<file path="config.mk">
export PLATFORM = sky130hd
export DESIGN_NAME = row_router
export DESIGN_NICKNAME = d
export VERILOG_FILES = /design/src/rtl/router_pkg.sv /design/src/rtl/row_router_sync_fifo.sv /design/src/rtl/row_router.sv
export SDC_FILE = /design/constraint.sdc
export NUM_CORES = 1
export LEC_CHECK = 0
export CORE_ASPECT_RATIO = 1.5
export CORE_MARGIN = 2
export CORE_UTILIZATION = 40
export CTS_CLUSTER_DIAMETER = 40
export DETAILED_ROUTE_END_ITERATION = 16
export GPL_ROUTABILITY_DRIVEN = 1
export MAX_ROUTING_LAYER = met4
export PLACE_DENSITY = 0.54
export SETUP_SLACK_MARGIN = 0.02
export SLEW_MARGIN = 40
export SYNTH_ARGS = -nofsm -noshare
export SYNTH_HDL_FRONTEND = slang
export SYNTH_SLANG_ARGS = --single-unit
</file>
<file path="constraint.sdc">
create_clock -name i_clk -period 4 [get_ports i_clk]
set_clock_uncertainty 0.2 [all_clocks]
set_input_delay 0.6 -clock i_clk [delete_from_list [all_inputs] [get_ports i_clk]]
set_output_delay 0.6 -clock i_clk [all_outputs]
set_load 0.01 [all_outputs]
</file>
<file path="src/rtl/router_pkg.sv">
// Shared types for the row router.
//   rr_state_t      : routing FSM states.
//   rr_addr_entry_t : one address FIFO entry ({addr, last}); addr is stored
//                     at a fixed maximum width and narrowed by the user.
//   rr_cnt_width    : occupancy counter width for a FIFO of a given depth
//                     (one extra bit so that "full" is representable).
package router_pkg;

   typedef enum logic [1:0] {
      IDLE,
      ROUTE,
      DRAIN,
      DONE
   } rr_state_t;

   localparam int unsigned RR_ADDR_MAX_W = 16;

   typedef struct packed {
      logic [RR_ADDR_MAX_W-1:0] addr;
      logic                     last;
   } rr_addr_entry_t;

   function automatic int unsigned rr_cnt_width(input int unsigned depth);
      return $clog2(depth) + 1;
   endfunction

endpackage

</file>
<file path="src/rtl/row_router_sync_fifo.sv">
// Synchronous FIFO with registered storage and no bypass.
//   i_clk, i_nrst (sync, active-low), i_clr (sync clear, same effect as reset)
//   i_push / i_din : write; ignored when full
//   i_pop          : read; ignored when empty
//   o_dout         : head entry, forced to 0 when empty
//   o_empty        : no entries held
//   o_count        : occupancy, 0..DEPTH
// DEPTH must be a power of 2 and at least 2.
module sync_fifo
   import router_pkg::*;
#(
   parameter  int unsigned WIDTH = 8,
   parameter  int unsigned DEPTH = 16,
   localparam int unsigned CW    = rr_cnt_width(DEPTH)
) (
   input  logic             i_clk,
   input  logic             i_nrst,
   input  logic             i_clr,
   input  logic             i_push,
   input  logic [WIDTH-1:0] i_din,
   input  logic             i_pop,
   output logic [WIDTH-1:0] o_dout,
   output logic             o_empty,
   output logic [CW-1:0]    o_count
);

   localparam int unsigned PW = $clog2(DEPTH);

   // Pointers carry one wrap bit above the index to tell full from empty.
   logic [PW:0]      wptr_q, wptr_d;
   logic [PW:0]      rptr_q, rptr_d;
   logic [WIDTH-1:0] mem_q [DEPTH];
   logic             full;
   logic             push_ok;
   logic             pop_ok;

   assign o_empty = (wptr_q == rptr_q);
   assign full    = (wptr_q[PW] != rptr_q[PW]) && (wptr_q[PW-1:0] == rptr_q[PW-1:0]);
   assign o_count = wptr_q - rptr_q;
   assign push_ok = i_push & ~full;
   assign pop_ok  = i_pop & ~o_empty;
   assign o_dout  = o_empty ? '0 : mem_q[rptr_q[PW-1:0]];

   always_comb begin
      wptr_d = wptr_q;
      rptr_d = rptr_q;
      if (push_ok) wptr_d = wptr_q + 1'b1;
      if (pop_ok)  rptr_d = rptr_q + 1'b1;
   end

   always_ff @(posedge i_clk) begin
      if (!i_nrst || i_clr) begin
         wptr_q <= '0;
         rptr_q <= '0;
      end else begin
         wptr_q <= wptr_d;
         rptr_q <= rptr_d;
      end
   end

   always_ff @(posedge i_clk) begin
      if (push_ok) mem_q[wptr_q[PW-1:0]] <= i_din;
   end

endmodule

</file>
<file path="src/rtl/row_router.sv">
// Per-row routing stage behind the data selector.
//   i_clk, i_nrst (sync, active-low), i_en (enable), i_reg_clear (sync clear)
//   i_addr_valid/i_addr/i_addr_last/o_addr_ready : address enqueue
//   o_rr_valid_addr/o_rr_addr                    : head address to selector
//   i_rr_data_hit/i_rr_data                      : selector hit, data one cycle later
//   o_stall                                      : throttles the selector
//   i_data_ready/o_data_valid/o_data/o_data_count: data FIFO drain by array row
//   o_done                                       : one-cycle end-of-tile pulse
module row_router
   import router_pkg::*;
#(
   parameter  int unsigned DATA_WIDTH = 8,
   parameter  int unsigned BUF_DEPTH  = 64,
   parameter  int unsigned FIFO_DEPTH = 16,
   localparam int unsigned ADDR_WIDTH = $clog2(BUF_DEPTH),
   localparam int unsigned CNT_WIDTH  = rr_cnt_width(FIFO_DEPTH)
) (
   input  logic                  i_clk,
   input  logic                  i_nrst,
   input  logic                  i_en,
   input  logic                  i_reg_clear,
   input  logic                  i_addr_valid,
   input  logic [ADDR_WIDTH-1:0] i_addr,
   input  logic                  i_addr_last,
   output logic                  o_addr_ready,
   output logic                  o_rr_valid_addr,
   output logic [ADDR_WIDTH-1:0] o_rr_addr,
   input  logic                  i_rr_data_hit,
   input  logic [DATA_WIDTH-1:0] i_rr_data,
   output logic                  o_stall,
   input  logic                  i_data_ready,
   output logic                  o_data_valid,
   output logic [DATA_WIDTH-1:0] o_data,
   output logic [CNT_WIDTH-1:0]  o_data_count,
   output logic                  o_done
);

   rr_state_t             state_q, state_d;
   logic                  last_seen_q, last_seen_d;
   logic                  hit_d1_q, hit_d1_d;
   logic [ADDR_WIDTH:0]   addr_din, addr_dout;
   logic                  addr_empty, data_empty;
   logic [CNT_WIDTH-1:0]  addr_count, data_count;
   logic                  push_addr, pop_addr;
   rr_addr_entry_t        head;

   assign addr_din  = {i_addr, i_addr_last};
   assign head      = '{addr: RR_ADDR_MAX_W'(addr_dout[ADDR_WIDTH:1]), last: addr_dout[0]};

   // Ready is taken from the registered count, so a pop in the full cycle
   // does not make room for a push in that same cycle.
   assign o_addr_ready    = (addr_count != CNT_WIDTH'(FIFO_DEPTH));
   assign o_rr_valid_addr = ~addr_empty;
   assign o_rr_addr       = ADDR_WIDTH'(head.addr);
   assign push_addr       = i_addr_valid & o_addr_ready;

   // Counting the in-flight hit guarantees the delayed push always has room.
   assign o_stall = ~i_en | (state_q != ROUTE)
                  | ((32'(data_count) + 32'(hit_d1_q)) >= FIFO_DEPTH);

   assign pop_addr = i_rr_data_hit & ~addr_empty & ~o_stall;
   assign hit_d1_d = pop_addr;

   sync_fifo #(
      .WIDTH (ADDR_WIDTH + 1),
      .DEPTH (FIFO_DEPTH)
   ) u_addr_fifo (
      .i_clk   (i_clk),
      .i_nrst  (i_nrst),
      .i_clr   (i_reg_clear),
      .i_push  (push_addr),
      .i_din   (addr_din),
      .i_pop   (pop_addr),
      .o_dout  (addr_dout),
      .o_empty (addr_empty),
      .o_count (addr_count)
   );

   sync_fifo #(
      .WIDTH (DATA_WIDTH),
      .DEPTH (FIFO_DEPTH)
   ) u_data_fifo (
      .i_clk   (i_clk),
      .i_nrst  (i_nrst),
      .i_clr   (i_reg_clear),
      .i_push  (hit_d1_q),
      .i_din   (i_rr_data),
      .i_pop   (i_data_ready),
      .o_dout  (o_data),
      .o_empty (data_empty),
      .o_count (data_count)
   );

   assign o_data_valid = ~data_empty;
   assign o_data_count = data_count;
   assign o_done       = (state_q == DONE);

   always_comb begin
      state_d     = state_q;
      last_seen_d = last_seen_q;
      if (pop_addr && head.last) last_seen_d = 1'b1;
      unique case (state_q)
         IDLE:  if (i_en) state_d = ROUTE;
         // last_seen lags the final pop by one cycle, so leaving ROUTE here
         // lets that pop's data push complete first.
         ROUTE: if (i_en && last_seen_q) state_d = DRAIN;
         DRAIN: if (data_empty) state_d = DONE;
         DONE: begin
            last_seen_d = 1'b0;
            state_d     = IDLE;
         end
         default: state_d = IDLE;
      endcase
   end

   always_ff @(posedge i_clk) begin
      if (!i_nrst || i_reg_clear) begin
         state_q     <= IDLE;
         last_seen_q <= 1'b0;
         hit_d1_q    <= 1'b0;
      end else begin
         state_q     <= state_d;
         last_seen_q <= last_seen_d;
         hit_d1_q    <= hit_d1_d;
      end
   end

endmodule

</file>
==> metrics.md <==
| Metric | Value |
|---|---|
| Area added between synthesis and finish | `17.9%` |
| Max-cap violations | `0` |
| Root Buffer | `clkbuf_16` |
| Run status | `finished, violations left` |
| Register bit total from synthesis | `272` |
| Sw frac | `19.5%` |
| Crit Path Category | `reg -> out` |
| Clock period minus worst slack | `3.82 ns` |
| Post-synth cell types | `45` |
| First DRT Iteration DRCs | `402` |
| DR pass1 iterations | `11` |
| Avg Vias per Cell | `5.36` |
| Setup crit end kind | `output port` |
| Setup TNS | `0 ns` |
| Max IR drop VDD | `383 uV` |
| Routed Wire Length | `22600 um` |
| Die height | `208 um` |
| Pleak | `4.13 nW` |
| Worst r2r src | `u_addr_fifo.rptr_q[1]` |
| Die area | `29100 um^2` |
| Comb pwr share | `1.9%` |
| Final setup fails | `0` |
| Core area | `27300 um^2` |
| Final Slew Violations | `0` |
| Crit path max fanout | `4` |
| Hold Crit Start | `u_addr_fifo.rptr_q[4]` |
| P per Cell Area | `464 nW/um^2` |
| Port Buf Inserts | `45` |
| Vias | `5521` |
| Top-Level Pins | `46` |
| Area contributors post-synth | `edfxtp_1, mux4_2, dfxtp_1, ha_1, nor2_1` |
| Worst Hold Class | `reg -> reg` |
| Commonest non-fill, non-tap cell in the layout | `edfxtp_1` |
| Share of layout cells above drive strength 1 | `23.5%` |
| Post-synth EDFFs | `240` |
| Routability cong. | `0.781` |
| Hold_buf cts | `0` |
| Sequential area share after synthesis | `70.7%` |
| CTS tree | `built` |
| Psw | `1.18 mW` |
| CTS Sinks | `272` |
| Cell Area, Synth | `11100 um^2` |
| Cells after Synth | `598` |
| WL/cell | `22.0 um` |
| Nets | `711` |
| R2R cell count | `9` |
| Power, Total | `6.08 mW` |
| Fmax | `262 MHz` |
| RSZ-0062 raised after global routing | `yes` |
| Syn Area/Cell | `18.6 um^2` |
| CTS clk-pin slew, worst paths | `0.06 ns` |
| Initial antenna violation count | `0` |
| CP Launch Type | `flip-flop` |
| Slew HR | `43.8%` |
| Asr flop ratio synth | `0%` |
| Period utilization | `95.4%` |
| Final ANT Viol Nets | `0` |
| Failing checks | `DRC` |
| Clock power frac | `47.1%` |
| Area share of the largest cell type after synthesis | `64.9%` |
| Final Hold Vio Count | `0` |
| Vias in the first global route | `5869` |
| Clock Latency Late Sink | `0.53 ns` |
| Post-synth top area cell | `edfxtp_1` |
| Worst Hold Depth | `2` |
| Largest net degree at the start of global routing | `33` |
| Post-Syn Nets | `644` |
| Worst R2R End | `u_addr_fifo.mem_q[9][1]` |
| Worst EP required | `3.20 ns` |
| R2R setup slack | `0.58 ns` |
| First-pass GRT wire length | `34900 um` |
| Inserted Diodes | `0` |
| DRC Markers | `5` |
| Most frequent cells in the layout | `edfxtp_1, mux4_2, clkdlybuf4s50_1, clkbuf_16, dfxtp_1` |
| Starting density of the core | `40.6%` |
| Max clock buf depth | `3` |
| Total CTS buffers | `30` |
| Htree depth | `1` |
| GRT Util Overall | `16.1%` |
| Crit path DAT | `3.02 ns` |
| Grt total ovfl | `0` |
| Least-Margin Pin Slew | `0.840 ns` |
| Syn. warnings | `0` |
| Hold Crit Endpoint | `u_addr_fifo.rptr_q[4]` |
| Share of power burned in registers | `51.0%` |
| Die W | `140 um` |
| Ys flop type | `edfxtp_1` |
| Hpwl dp | `15600 um` |
| FP Rows | `74` |
| Slack of the critical path | `0.183 ns` |
| Place WS | `0.602 ns` |
| Int Pwr | `4.89 mW` |
-- power by group through the flow --
| stage | combinational, mW | clock [mW] | sequential (mW) |
|---|---|---|---|
| after floorplan | 0.0440 | 0 | 3.16 |
| after global placement | 0.110 | 0 | 3.16 |
| after detailed placement | 0.118 | 0 | 3.16 |
| after CTS | 0.118 | 2.92 | 3.10 |
| after global routing | 0.131 | 3.05 | 3.10 |
| final | 0.118 | 2.86 | 3.10 |
-- sequential cells by signal, summed over array words and instances, names as in the netlist, named ones only --
signal              flops
u_data_fifo.mem_q     128
u_addr_fifo.mem_q     112
u_addr_fifo.rptr_q      5
u_addr_fifo.wptr_q      5
u_data_fifo.rptr_q      5
u_data_fifo.wptr_q      5
state_q                 2
hit_d1_q                1
last_seen_q             1
-- stage by stage --
| step | instances | hold WS, ns | instance area [um^2] | utilization [%] |
|---|---|---|---|---|
| global placement | 971 | 0.294 | 12000 | 43.8 |
| global route | 1030 | 0.344 | 13100 | 47.9 |
| detailed placement | 971 | 0.302 | 12000 | 43.9 |
| floorplan | 598 | 0.257 | 11100 | - |
| CTS | 1026 | 0.310 | 13000 | 47.8 |
| finish | 1030 | 0.303 | 13100 | 47.9 |
-- cells in the mapped netlist, types with 6 or more instances --
cell type / n
ha_1: 23
nor3_1: 7
nor2b_1: 17
nor2_1: 32
and3_1: 15
clkbuf_1: 15
and2_1: 9
mux4_2: 74
nand2_1: 13
edfxtp_1: 240
inv_1: 19
o21ai_0: 9
buf_2: 6
a21oi_1: 17
xnor2_1: 9
nand4_1: 8
dfxtp_1: 32
-- kinds of logic (layout without fill, tap and decap cells) --
logic type               count (synthesis)  count (layout)  share of synthesized area [%]
adder cells (fa/ha/maj)                 24              24                           2.77
XOR/XNOR                                14              14                           1.10
flip-flops                             272             272                           70.7
buffers and inverters                   46             136                           1.78
AND/OR/NAND/NOR                        120             120                           5.82
multiplexers                            78              78                           15.4
AO/OA/AOI/OAI                           44              44                           2.47
-- worst max path at each step --
| stage | from | depth (start not counted) | endpoint |
|---|---|---|---|
| 3_3_place_gp | u_data_fifo.wptr_q[0] | 10 | o_stall |
| 3_5_place_dp | u_data_fifo.wptr_q[0] | 10 | o_stall |
| 6_report | u_data_fifo.rptr_q[0] | 9 | o_stall |
| 5_1_grt | u_addr_fifo.rptr_q[1] | 8 | o_addr_ready |
| 2_1_floorplan | flip-flop | 5 | o_rr_addr[0] |
| 4_1_cts | u_data_fifo.wptr_q[0] | 10 | o_stall |
-- timing repair --
action	in CTS	in global routing
gates resized for setup	0	3
buffers inserted	0	4
setup endpoints to repair	0	2
-- per-layer routing --
metal | global-route usage (%) | wire length (um) | vias up
met5 | - | 0 | -
met4 | 3.83 | 312 | 0
met3 | 1.93 | 595 | 22
met2 | 30.5 | 13000 | 93
met1 | 18.0 | 8710 | 2887
li1 | - | - | 2519
-- critical path, stage by stage, from the launching register on --
cell and delay (ns):
dfxtp_1 0.42, ha_1 0.20, inv_1 0.06, fa_1 0.45, a21o_1 0.18, a21oi_2 0.19
mux2i_1 0.24, a31oi_2 0.08, inv_2 0.11, clkdlybuf4s50_1 0.54
-- layout make-up --
cell class	instances	area (um^2)
Sequential cell	272	7850
Tap cell	342	428
Multi-Input combinational cell	280	3090
Fill cell	2270	14200
Clock buffer	38	837
Clock inverter	17	211
Timing Repair Buffer	61	596
Inverter	20	75.1
(Power assumes the default switching activity.)
